<file path="config.mk">
export PLATFORM = sky130hd
export DESIGN_NAME = instr_fetch
export DESIGN_NICKNAME = d
export VERILOG_FILES = /design/src/rtl/instr_fetch.sv
export SDC_FILE = /design/constraint.sdc
export NUM_CORES = 1
export LEC_CHECK = 0
export ABC_CLOCK_PERIOD_IN_PS = 3000
export BUFFER_PORTS_ARGS = -buffer_cell sky130_fd_sc_hd__buf_2
export CORE_UTILIZATION = 40
export DETAILED_ROUTE_END_ITERATION = 6
export PLACE_DENSITY_LB_ADDON = 0.08
export SYNTH_ARGS = -nofsm -noshare
export SYNTH_HDL_FRONTEND = slang
export SYNTH_SLANG_ARGS = --single-unit
</file>
<file path="constraint.sdc">
create_clock -name clk -period 3 [get_ports clk]
set_input_delay 0.3 -clock clk [delete_from_list [all_inputs] [get_ports clk]]
set_output_delay 0.3 -clock clk [all_outputs]
set_load 0.01 [all_outputs]
</file>
<file path="src/rtl/instr_fetch.sv">
// Instruction fetch unit: walks a PC through an asynchronous-read SRAM, queues
// fetched words in a 2-entry FIFO for the decoder, and stops on a halt word.
module instr_fetch #(
    parameter logic [10:0] START_ADDR = 11'd16,
    parameter logic [15:0] HALT_WORD  = 16'hFFFF
) (
    input  logic        clk,
    input  logic        reset,
    input  logic        run,
    output logic [10:0] sram_addr,
    output logic        sram_oe_n,
    input  logic [15:0] sram_rdata,
    output logic [15:0] instr,
    output logic [10:0] instr_pc,
    output logic        instr_valid,
    input  logic        instr_ready,
    input  logic        redirect,
    input  logic [10:0] redirect_addr,
    output logic        halted
);

    typedef enum logic [1:0] {IDLE, FETCH, HALTED} state_t;

    state_t      state, state_nxt;
    logic [10:0] pc;
    logic [15:0] fifo_word [2];
    logic [10:0] fifo_pc   [2];
    logic [1:0]  count;
    logic        inflight, halt_cap, push, pop, issue;
    logic [2:0]  occupancy;

    // The registered read enable doubles as the in-flight flag: the word for
    // the address on sram_addr is present on sram_rdata this same cycle.
    assign inflight  = ~sram_oe_n;
    assign halt_cap  = inflight && (sram_rdata == HALT_WORD);
    assign pop       = instr_valid && instr_ready;
    // Redirect drops any in-flight word; halt words are consumed, not queued.
    assign push      = inflight && !halt_cap && !redirect;
    // pop implies count >= 1, so this never underflows.
    assign occupancy = {1'b0, count} + {2'b00, inflight} - {2'b00, pop};
    assign issue     = (state == FETCH) && run && !redirect && !halt_cap
                       && (occupancy < 3'd2);

    assign instr_valid = (count != 2'd0);
    assign instr       = instr_valid ? fifo_word[0] : 16'd0;
    assign instr_pc    = instr_valid ? fifo_pc[0]   : 11'd0;
    assign halted      = (state == HALTED);

    // State register.
    always_ff @(posedge clk) begin
        if (reset) state <= IDLE;
        else       state <= state_nxt;
    end

    // Next state: redirect beats a coincident halt capture.
    always_comb begin
        state_nxt = state;
        if (redirect) begin
            state_nxt = (state == IDLE) ? IDLE : FETCH;
        end else if (halt_cap) begin
            state_nxt = HALTED;
        end else begin
            case (state)
                IDLE:    if (run)  state_nxt = FETCH;
                FETCH:   if (!run) state_nxt = IDLE;
                default: state_nxt = state;
            endcase
        end
    end

    // PC and SRAM read port; one-cycle read strobe per issued address.
    always_ff @(posedge clk) begin
        if (reset) begin
            pc        <= START_ADDR;
            sram_addr <= START_ADDR;
            sram_oe_n <= 1'b1;
        end else begin
            sram_oe_n <= ~issue;
            if (issue) sram_addr <= pc;
            if (redirect)   pc <= redirect_addr;
            else if (issue) pc <= pc + 11'd1;
        end
    end

    // Two-entry FIFO, entry 0 is the head; redirect flushes it.
    always_ff @(posedge clk) begin
        if (reset) begin
            count        <= 2'd0;
            fifo_word[0] <= 16'd0;
            fifo_word[1] <= 16'd0;
            fifo_pc[0]   <= 11'd0;
            fifo_pc[1]   <= 11'd0;
        end else if (redirect) begin
            count <= 2'd0;
        end else begin
            case ({push, pop})
                2'b10: begin
                    if (count == 2'd0) begin
                        fifo_word[0] <= sram_rdata;
                        fifo_pc[0]   <= sram_addr;
                    end else begin
                        fifo_word[1] <= sram_rdata;
                        fifo_pc[1]   <= sram_addr;
                    end
                    count <= count + 2'd1;
                end
                2'b01: begin
                    fifo_word[0] <= fifo_word[1];
                    fifo_pc[0]   <= fifo_pc[1];
                    count        <= count - 2'd1;
                end
                2'b11: begin
                    if (count == 2'd1) begin
                        fifo_word[0] <= sram_rdata;
                        fifo_pc[0]   <= sram_addr;
                    end else begin
                        fifo_word[0] <= fifo_word[1];
                        fifo_pc[0]   <= fifo_pc[1];
                        fifo_word[1] <= sram_rdata;
                        fifo_pc[1]   <= sram_addr;
                    end
                end
                default: ;
            endcase
        end
    end

endmodule

</file>
# Yosys cells after proc, flatten, opt, wreduce, memory -nomap -nowiden
# Memories as Yosys holds them, arrays and structs flattened.
# Cells that the tools add are included.
dict set report word_totals {
  latch_bits 0
  ramBits 54
  romBits 0
  mem_count 2
  ff_bits 27
}
# memory depth word_bits rd rd_clocked_by_memory_dff write_ports line_no
set mem_list {}
lappend mem_list {fifo_word 2 16 2 0 2 26} ;# logic [15:0] fifo_word [2];
lappend mem_list {fifo_pc 2 11 2 0 2 27} ;# logic [10:0] fifo_pc [2];
dict set report classes {
  div 0
  reduce_logical 18
  eq_ne 9
  shifts 0
  addsub 5
  muxes 49
  n_bitwise 14
  n_mul 0
  n_lt_le_gt_ge 1
}
# operator n
set ops {}
lappend ops {{2-to-1 mux 16 bit} 7}
lappend ops {{2-to-1 mux 11 bit} 9}
lappend ops {{2-to-1 mux 1 bit} 27}
lappend ops {{equality test 16 bit (second input constant)} 1}
lappend ops {{bitwise OR 1 bit} 12}
lappend ops {{adder 11 x 1 -> 11 bit (second input constant)} 1}
lappend ops {{logical AND 1 bit} 8}
lappend ops {{2-to-1 mux 2 bit} 4}
lappend ops {{inequality test 4 bit (second input constant)} 2}
lappend ops {{one-hot mux 2 bit (2 select lines)} 2}
lappend ops {{equality test 2 x 1 -> 1 bit (second input constant)} 3}
lappend ops {{equality test 2 bit (second input constant)} 3}
lappend ops {{nonzero test 2 bit} 3}
lappend ops {{zero test 2 bit} 2}
lappend ops {{nonzero test 4 bit} 1}
lappend ops {{adder 2 x 1 -> 3 bit} 1}
lappend ops {{< comparator 3 x 2 -> 1 bit (second input constant)} 1}
lappend ops {{AND reduction 3 bit} 1}
lappend ops {{subtractor 3 x 1 -> 3 bit} 1}
lappend ops {{adder 2 x 1 -> 2 bit (second input constant)} 1}
lappend ops {{zero test 1 bit} 2}
lappend ops {{inverter 1 bit} 2}
lappend ops {{OR reduction 2 bit} 1}
lappend ops {{subtractor 2 x 1 -> 2 bit (second input constant)} 1}

# Depth between registers and ports, before layout
# Gate-level depths: netlist (run 1).
dict set report logic_depth {
  depth_word 14
  depth_mapped 14
  depth_no_buf 13
}

# Least setup slack after synthesis (run 1)
# Ideal clock, no wire load.
dict set report synth_path {
  path_kind {flip-flop to flip-flop}
  from {reg count[1]}
  to {reg pc[4]}
  arrival_time_ns 2.675
  path_stages_with_launch 14
  setup_ns 0.116
  n_path_buf 1
  path_slack_ns 0.208
  path_cell_list {dfxtp_1 > inv_1 > ha_1 > inv_1 > nand2_1 > inv_1 > ha_1 > nor2_1 > fa_1 > nand4b_1 > a21oi_1 > buf_2 > nand3_1 > a31o_2}
}
dict set report synth_via {
  elab_chain_len 6
  word_cells_on_any_way 7
}
# element line_no
set synth_rtl {}
lappend synth_rtl {{from (decl)} 28} ;# logic [1:0] count;
lappend synth_rtl {{from (signal assigned)} 105} ;# count <= count + 2'd1;
lappend synth_rtl {{from (signal assigned)} 110} ;# count <= count - 2'd1;
lappend synth_rtl {{nonzero test 2 bit} 44} ;# assign instr_valid = (count != 2'd0);
lappend synth_rtl {{net instr_valid} 15} ;# output logic instr_valid,
lappend synth_rtl {{logical AND 1 bit} 36} ;# assign pop = instr_valid && instr_ready;
lappend synth_rtl {{subtractor 3 x 1 -> 3 bit} 40} ;# assign occupancy = {1'b0, count} + {2'b00, inflight} - {2'b00, pop};
lappend synth_rtl {{< comparator 3 x 2 -> 1 bit} 42} ;# && (occupancy < 3'd2);
lappend synth_rtl {{logical AND 1 bit} 42}
lappend synth_rtl {{nonzero test 2 bit (no line)} --}
lappend synth_rtl {{to (signal assigned)} 80} ;# if (redirect) pc <= redirect_addr;
lappend synth_rtl {{to (signal assigned)} 81} ;# else if (issue) pc <= pc + 11'd1;
lappend synth_rtl {{to (decl)} 25} ;# logic [10:0] pc;
# The timed path passes the listed nets, and every way through them passes these cells.
# A chain may end at the register's enable or synchronous reset.

# Worst setup path in the final report (run 1)
dict set report layout_path {
  from {reg count[0]}
  to {reg pc[6]}
}
dict set report layout_via {
  elab_chain_len 6
  word_cells_on_any_way 7
}
# element line_no
set layout_rtl {}
lappend layout_rtl {{parallel branches: the longest is 2 deep, another holds adder 2 x 1 -> 3 bit} --}
lappend layout_rtl {{subtractor 3 x 1 -> 3 bit (*)} 40}
lappend layout_rtl {{< comparator 3 x 2 -> 1 bit (*)} 42}
lappend layout_rtl {{logical AND 1 bit (*)} 42}
lappend layout_rtl {{nonzero test 2 bit (no line) (*)} --}
# Mark *: on every way between the ends.

==> metrics.md, run 1 <==
| Metric | Value |
|---|---|
| Crit path buf inv count | 3 |
| Hold Path Class | primary input to flop |
| Seq/Total Area, Yosys | 55.90% |
| Layout area overhead | 18.57% |
| Simple-Gate Fraction of Synth Area | 23.29% |
| Post-DP HPWL | 5.464 mm |
| Pwr per Cell Area | approximately 490 mW/mm² |
| Yosys Warn Count | 0 |
| Leakage power | 1.758 nW |
| Total global routing overflow | 0 |
| Largest net degree at the start of global routing | 31 |
| Syn Nets | ~420 |
| Crit path DAT | around 3.1 ns |
| Main synth FF type | edfxtp_1 |
| Transition time of the tightest slew-check pin | between 0.9 and 1 ns |
| Final WS setup | 0.1795 ns |
| Largest family of logic cells by synthesized area | simple AND/OR/NAND/NOR gates |
| Setup crit end kind | flop |
| Max Root-Sink Buffers | 2 |
| Final Util | 49.39% |
| Worst Hold End | pc[0] |
| Post-synthesis compound-gate area fraction | 12.20% |
| Synth Register Bits | 81 |
| FF+latch area | 0.002162 mm² |
| Syn avg cell area | 10.02 µm² |
| Fmax | 354.5 MHz |
| Status | complete, no violations |
| Slew margin rel. | 37.30% |
| Drt drc | 0 |
| Crit path max-delay family | simple AND/OR/NAND/NOR gates |
| Crit Path Category | flop to flop |
| Worst-path cell chain | inv_1 -> ha_1 -> inv_1 -> nand2_2 -> inv_2 -> ha_1 -> nor2_2 -> fa_1 -> nand4b_1 -> a21o_4 -> or4_1 -> a31oi_1 |
| TritonCTS Sinks | 81 |
| Post-Place Cells | 575 |
| Cell taking the most area after synthesis | edfxtp_1 |
| Antenna-violating nets left | 0 |
| CP Data Required Time | 3.28 ns |
| Mux share of post-synthesis cell area | less than 1% |
| Fillers | 910 |
| Row count | 35 |
| Critical path's largest stage delay | 0.50 ns |
| TritonCTS Buffers | 9 |
| FF-to-FF path depth | 12 |
| Gp weighted congestion | approximately 0.8 |
| Slowest-stage cell, CP | or4_1 |
| Top post-synthesis cells by area | edfxtp_1 (42%), dfxtp_1 (14%), nand2_1 (8.6%) |
| Vias in the first global route | approximately 2600 |
| Worst setup SP type | flop |
| Synth top area share | a little over two fifths |
| HP Start | redirect_addr[0] |
| Period utilisation layout | 94.02% |
| Synth Area in Adders | 2.362% |
| Gate Count Post-Synth | 386 |
| Max Cap Violations | 0 |
| Capture point of the worst reg-to-reg path | pc[6] |
| EDFF count, synth | 54 |
| I/O Buffers | 72 |
| Die Y | 100.3 µm |
| Final std cells w/o fill | 594 |
| Post-Route WL | 8.087 mm |
| Clk_skew | between 0.01 and 0.015 ns |
| Final Hold Viols | 0 |
| WL/cell | 13.61 µm |
| Area occupied by multi-input gates | about 0.0015 mm² |
| Worst-path maximum fanout | 11 |
| VDD IR-drop max | ~0.21 mV |
| XOR/XNOR Fraction of Synth Area | less than 1% |
| Yosys cell types | 47 |
| CTS tree | yes |
| Pins Over Slew Limit | 0 |
| Net count, final | 497 |
| Initial Util | 41.66% |
| Initial antenna violation count | 0 |
| DIE WIDTH | between 100 and 150 µm |
| Post-Syn Area | 0.003867 mm² |
| Worst reg2reg setup slack | 0.18 ns |
| Antenna Cells | 0 |
| Layout cells sized above 1 | ~25% |
| Async S/R FF share, synth | 0% |
| Via count | 2890 |
| Die area | 0.01007 mm² |
| Reg2reg start | count[0] |
| Hold_ws | roughly 0.23 ns |
| # IOs | 73 |
| Root buf cell | clkbuf_8 |
| Number of iterations in the first detailed-routing pass | 4 |
| Iteration-0 DRC count of the detailed router | 140 |
| Core area | 0.009284 mm² |
| Worst-path clk slew | 0.09 ns |
| GRT Total Usage | 17.03% |
| Global-route wire length before repair | 13.17 mm |
| H-Tree Depth | 3 |
| Vias per std cell | 4.865 |
| Setup violators final | 0 |
| RSZ-0062 raised after global routing | false |
| Clock latency on the worst-skew pair | between 0.3 and 0.4 ns |
| Fin crit period | 2.821 ns |
| Post-Place Setup Slack | -0.006440 ns |
| Hold Crit Depth | 2 |
## cell usage after synthesis, types with 3 or more instances
| cell type | count |
|---|---|
| a21oi_1 | 41 |
| a21oi_2 | 3 |
| a22oi_1 | 3 |
| a31oi_1 | 7 |
| a32oi_1 | 3 |
| and2_1 | 27 |
| buf_2 | 3 |
| buf_6 | 8 |
| clkbuf_1 | 10 |
| dfxtp_1 | 27 |
| edfxtp_1 | 54 |
| ha_1 | 4 |
| inv_1 | 11 |
| nand2_1 | 89 |
| nand3_1 | 15 |
| nand4_1 | 4 |
| nor2_1 | 10 |
| nor2b_1 | 27 |
| o21ai_0 | 3 |
| or3_1 | 5 |
| xnor2_1 | 3 |
## worst max-delay path by stage
stage	from	end	slack (ns)	cells after the start
final	count[0]	pc[6]	0.18	12
after global routing	count[0]	pc[6]	0.007	12
after CTS	count[1]	pc[6]	0.01	12
after detailed placement	count[1]	pc[6]	-0.006	12
after global placement	count[0]	pc[6]	0.14	12
after floorplan	count[1]	pc[4]	0.21	13
## kinds of logic (layout without fill, tap and decap cells)
| kind of cell | Yosys count | after routing |
|---|---|---|
| XOR/XNOR | 4 | 4 |
| flip-flops | 81 | 81 |
| adder cells (fa/ha/maj) | 7 | 7 |
| AND/OR/NAND/NOR | 185 | 185 |
| buffers and inverters | 34 | 113 |
| multiplexers | 1 | 1 |
| AO/OA/AOI/OAI | 74 | 74 |
## worst reg2reg max path, stage by stage (launching register included)
cell	delay, ns
dfxtp_1	0.32
inv_1	0.12
ha_1	0.18
inv_1	0.06
nand2_2	0.11
inv_2	0.06
ha_1	0.28
nor2_2	0.11
fa_1	0.42
nand4b_1	0.22
a21o_4	0.26
or4_1	0.50
a31oi_1	0.13
## metal layers
layer,up-vias,global-route usage (%),wire (µm)
li1,1482,-,-
met2,76,26.55,3645
met5,-,0,0
met3,11,2.855,344
met1,1321,23.58,3935
met4,0,7.023,161
## flip-flops by register name (all words and copies together), names as in the netlist
name	cells
sram_oe_n	1
state	2
fifo_word	32
pc	11
count	2
fifo_pc	22
sram_addr	11
## timing repair
action,in CTS,in global routing
cloned,0,0
setup endpoints to repair,1,6
hold buffers,0,0
setup buffers,0,3
endpoints found under the hold margin,0,0
gates resized for setup,1,5
## cell type report
type | instances | share of cell area, %
Inverter | 12 | 0.9823
Timing Repair Buffer | 85 | 10.34
Clock inverter | 6 | 2.019
Multi-Input combinational cell | 271 | 33.21
Sequential cell | 81 | 47.15
Tap cell | 129 | 3.520
Clock buffer | 10 | 2.783
## through the flow
step	setup TNS, ns	total power, W	cell area (µm²)
after detailed placement	-0.006440	0.001395	4327
after floorplan	0	0.001337	3867
after global placement	0	0.001394	4327
final	0	0.002248	4586
after global routing	0	0.002332	4586
after CTS	0	0.002271	4548
## power breakdown
part           leakage (nW)  switching, W  internal, W  total (W)
Sequential            0.778     0.0000210      0.00123    0.00125
Combinational         0.877     0.0000727    0.0000518   0.000124
Clock                 0.103      0.000405     0.000472   0.000877
Total                  1.76      0.000499      0.00175    0.00225
## cells in the final DEF (no fill, tap or decap), types with 2 or more instances in the layout
master	Yosys	routed
a22oi_1	3	3
a31oi_1	7	7
bufinv_16	0	2
or3_1	5	5
a32oi_1	3	3
nand3_1	15	15
dfxtp_1	27	27
o21ai_0	3	3
nand4_1	4	4
edfxtp_1	54	54
nor2_1	10	9
and2_1	27	27
clkinv_4	0	2
clkinvlp_4	0	2
buf_4	1	11
nor2b_1	27	27
nor4_1	2	2
ha_1	4	4
a21oi_1	41	41
clkbuf_8	0	9
o211ai_1	2	2
a21oi_2	3	3
buf_2	3	72
xnor2_1	3	3
nand2_1	89	88
inv_1	11	10
Note: power is estimated with default switching activity, not from simulation.
==> inputs of run 2 (changes only) <==
--- a/config.mk
+++ b/config.mk
@@ -6,9 +6,9 @@
 export NUM_CORES = 1
 export LEC_CHECK = 0
 export ABC_CLOCK_PERIOD_IN_PS = 3000
-export BUFFER_PORTS_ARGS = -buffer_cell sky130_fd_sc_hd__buf_2
 export CORE_UTILIZATION = 40
 export DETAILED_ROUTE_END_ITERATION = 6
+export DONT_BUFFER_PORTS = 1
 export PLACE_DENSITY_LB_ADDON = 0.08
 export SYNTH_ARGS = -nofsm -noshare
 export SYNTH_HDL_FRONTEND = slang
==> run 2 against run 1 <==
  * Non-clock buffer count decreased by 71
  * First-iteration DRC count is 43% lower
  * Sequential share of layout area up 3.5 points
  * Wire length increased by 5.4%
  * Count of clock-buffer cells in the layout fell by 1
  * Critical path depth rose by 1
  * Via count decreased by 7.0%
  * Global-route usage increased by 1.2 points
  * Sequential cell count is the same
  * Setup slack better by 0.029 ns
==> metrics.md, run 2 (synthesized netlist as in run 1, its figures left out) <==
| Metric | Value |
|---|---|
| Status | complete, no violations (unchanged) |
| Iteration-0 DRC count of the detailed router | 80 (was 140) |
| Max reg flops | 32 (unchanged) |
| Clock latency on the worst-skew pair | 0.35 ns (about the same) |
| Layout cells sized above 1 | 11.93% (was 24.95%) |
| Vias in the first global route | 2615 (was 2644) |
| Fin crit period | 2.791 ns (was 2.821 ns) |
| Layout area overhead | 10.58% (was 18.57%) |
| Largest registers | fifo_word (32), fifo_pc (22) (unchanged) |
| DIE WIDTH | 100.3 µm (unchanged) |
| RSZ-0062 raised after global routing | false (unchanged) |
| Worst-path cell chain | inv_2 -> ha_1 -> inv_1 -> nand2_2 -> inv_2 -> ha_1 -> nor2_2 -> fa_1 -> nand4b_1 -> a21o_4 -> buf_4 -> or3_1 -> a31oi_1 (was inv_1 -> ha_1 -> inv_1 -> nand2_2 -> inv_2 -> ha_1 -> nor2_2 -> fa_1 -> nand4b_1 -> a21o_4 -> or4_1 -> a31oi_1) |
| Crit Path Category | flop to flop (unchanged) |
| Pwr per Cell Area | 563.4 mW/mm² (was 490.3 mW/mm²) |
| Net count, final | 426 (was 497) |
| Post-Route WL | 8.523 mm (was 8.087 mm) |
| Root buf cell | clkbuf_8 (unchanged) |
| Max Cap Violations | 0 (unchanged) |
| VDD IR-drop max | 0.2693 mV (was 0.2119 mV) |
| Antenna-violating nets left | 0 (unchanged) |
| # IOs | 73 (unchanged) |
| Number of iterations in the first detailed-routing pass | 4 (unchanged) |
| WL/cell | 16.30 µm (was 13.61 µm) |
| Post-Place Setup Slack | 0.05170 ns (was -0.006440 ns) |
| Die area | 0.01007 mm² (unchanged) |
| Initial antenna violation count | 1 (was 0) |
| Slowest-stage cell, CP | fa_1 (was or4_1) |
| Crit path max-delay family | adder cells (was simple AND/OR/NAND/NOR gates) |
| Leakage power | 1.448 nW (was 1.758 nW) |
| Commonest cells after routing, fill and taps aside | nand2_1 (88), edfxtp_1 (54), a21oi_1 (41) (was nand2_1 (88), buf_2 (72), edfxtp_1 (54)) |
| Commonest non-fill, non-tap cell in the layout | nand2_1 (unchanged) |
| Clk_skew | 0.008713 ns (was 0.01245 ns) |
| Period utilisation layout | 93.04% (was 94.02%) |
| Total global routing overflow | 0 (unchanged) |
| Gp weighted congestion | 0.7898 (was 0.7894) |
| Largest register by flop count | fifo_word (unchanged) |
| Die Y | 100.3 µm (unchanged) |
| Largest net degree at the start of global routing | 31 (unchanged) |
| Crit path DAT | 3.07 ns (was 3.10 ns) |
| Post-DP HPWL | 5.626 mm (was 5.464 mm) |
| Setup Total Neg Slack | 0 ns (unchanged) |
| Worst-path clk slew | 0.09 ns (about the same) |
| Global-route wire length before repair | 13.94 mm (was 13.17 mm) |
| Slew margin rel. | 35.96% (was 37.30%) |
| Hold Path Class | primary input to flop (unchanged) |
| H-Tree Depth | 3 (unchanged) |
| FF+latch area | 0.002165 mm² (was 0.002162 mm²) |
| CTS tree | yes (unchanged) |
| Fmax | 358.3 MHz (was 354.5 MHz) |
| TritonCTS Buffers | 9 (unchanged) |
| Transition time of the tightest slew-check pin | 0.9606 ns (was 0.9406 ns) |
| Crit path buf inv count | 4 (was 3) |
| Pins Over Slew Limit | 0 (unchanged) |
| Via count | 2688 (was 2890) |
| Antenna Cells | 0 (unchanged) |
| GRT Total Usage | 18.21% (was 17.03%) |
| Final Hold Viols | 0 (unchanged) |
| Row count | 35 (unchanged) |
| Critical path's largest stage delay | 0.42 ns (was 0.50 ns) |
| Vias per std cell | 5.140 (was 4.865) |
| CP Data Required Time | 3.28 ns (about the same) |
| TritonCTS Sinks | 81 (unchanged) |
| Setup crit end kind | flop (unchanged) |
| Setup violators final | 0 (unchanged) |
| Initial Util | 41.66% (unchanged) |
| Max Root-Sink Buffers | 2 (unchanged) |
| Drt drc | 0 (unchanged) |
| Worst-path maximum fanout | 11 (unchanged) |
| Core area | 0.009284 mm² (unchanged) |
| Worst setup SP type | flop (unchanged) |
| Fillers | 939 (was 910) |
| I/O Buffers | 0 (was 72) |
| Total Power | 0.002409 W (was 0.002248 W) |
| Final WS setup | 0.2087 ns (was 0.1795 ns) |
| Area occupied by multi-input gates | 0.001523 mm² (unchanged) |
## run 2: routing by layer
layer  global-route usage [%]  wire length [µm]  up-vias
met1                    24.79              4082     1270
met3                    4.248               391       12
met4                    7.581               126        2
met2                    27.92              3909       59
li1                         -                 -     1345
met5                        0                13        -
## run 2: layout make-up
type	count	share of cell area, %
inverter	12	1.053
tap	129	3.774
clock inverter	7	3.482
sequential	81	50.61
multi-input combinational	271	35.61
clock buffer	9	2.896
timing repair buffer	14	2.575
## run 2: metrics by stage
step	hold slack (ns)	util, %	instance area [µm²]	std cells
after floorplan	0.4539	-	3867	386
after global placement	0.3728	42.67	3961	504
after detailed placement	0.3726	42.67	3961	504
after CTS	0.1058	45.82	4254	522
after global routing	0.1227	46.06	4277	523
final	0.1312	46.06	4277	523
## run 2: where the power goes
part	switching [W]	internal (W)	leakage, nW
clock	0.000423	0.000649	0.136
combinational	0.0000554	0.0000337	0.533
sequential	0.0000226	0.00123	0.779
## run 2: path summary, 6_finish.rpt
check	depth (start not counted)	to	start	slack, ns
worst max register to register	13	pc[7]	count[0]	0.21
worst min-delay path	1	pc[0]	redirect_addr[0]	0.13
worst max-delay path	13	pc[7]	count[0]	0.21
worst min register to register	2	sram_addr[10]	pc[10]	0.49
## run 2: timing repair
| action | CTS | global route |
|---|---|---|
| hold buffers | 2 | 0 |
| setup buffers | 0 | 1 |
| resized for setup | 0 | 8 |
| setup endpoints to repair | 0 | 8 |
| endpoints found under the hold margin | 18 | 0 |
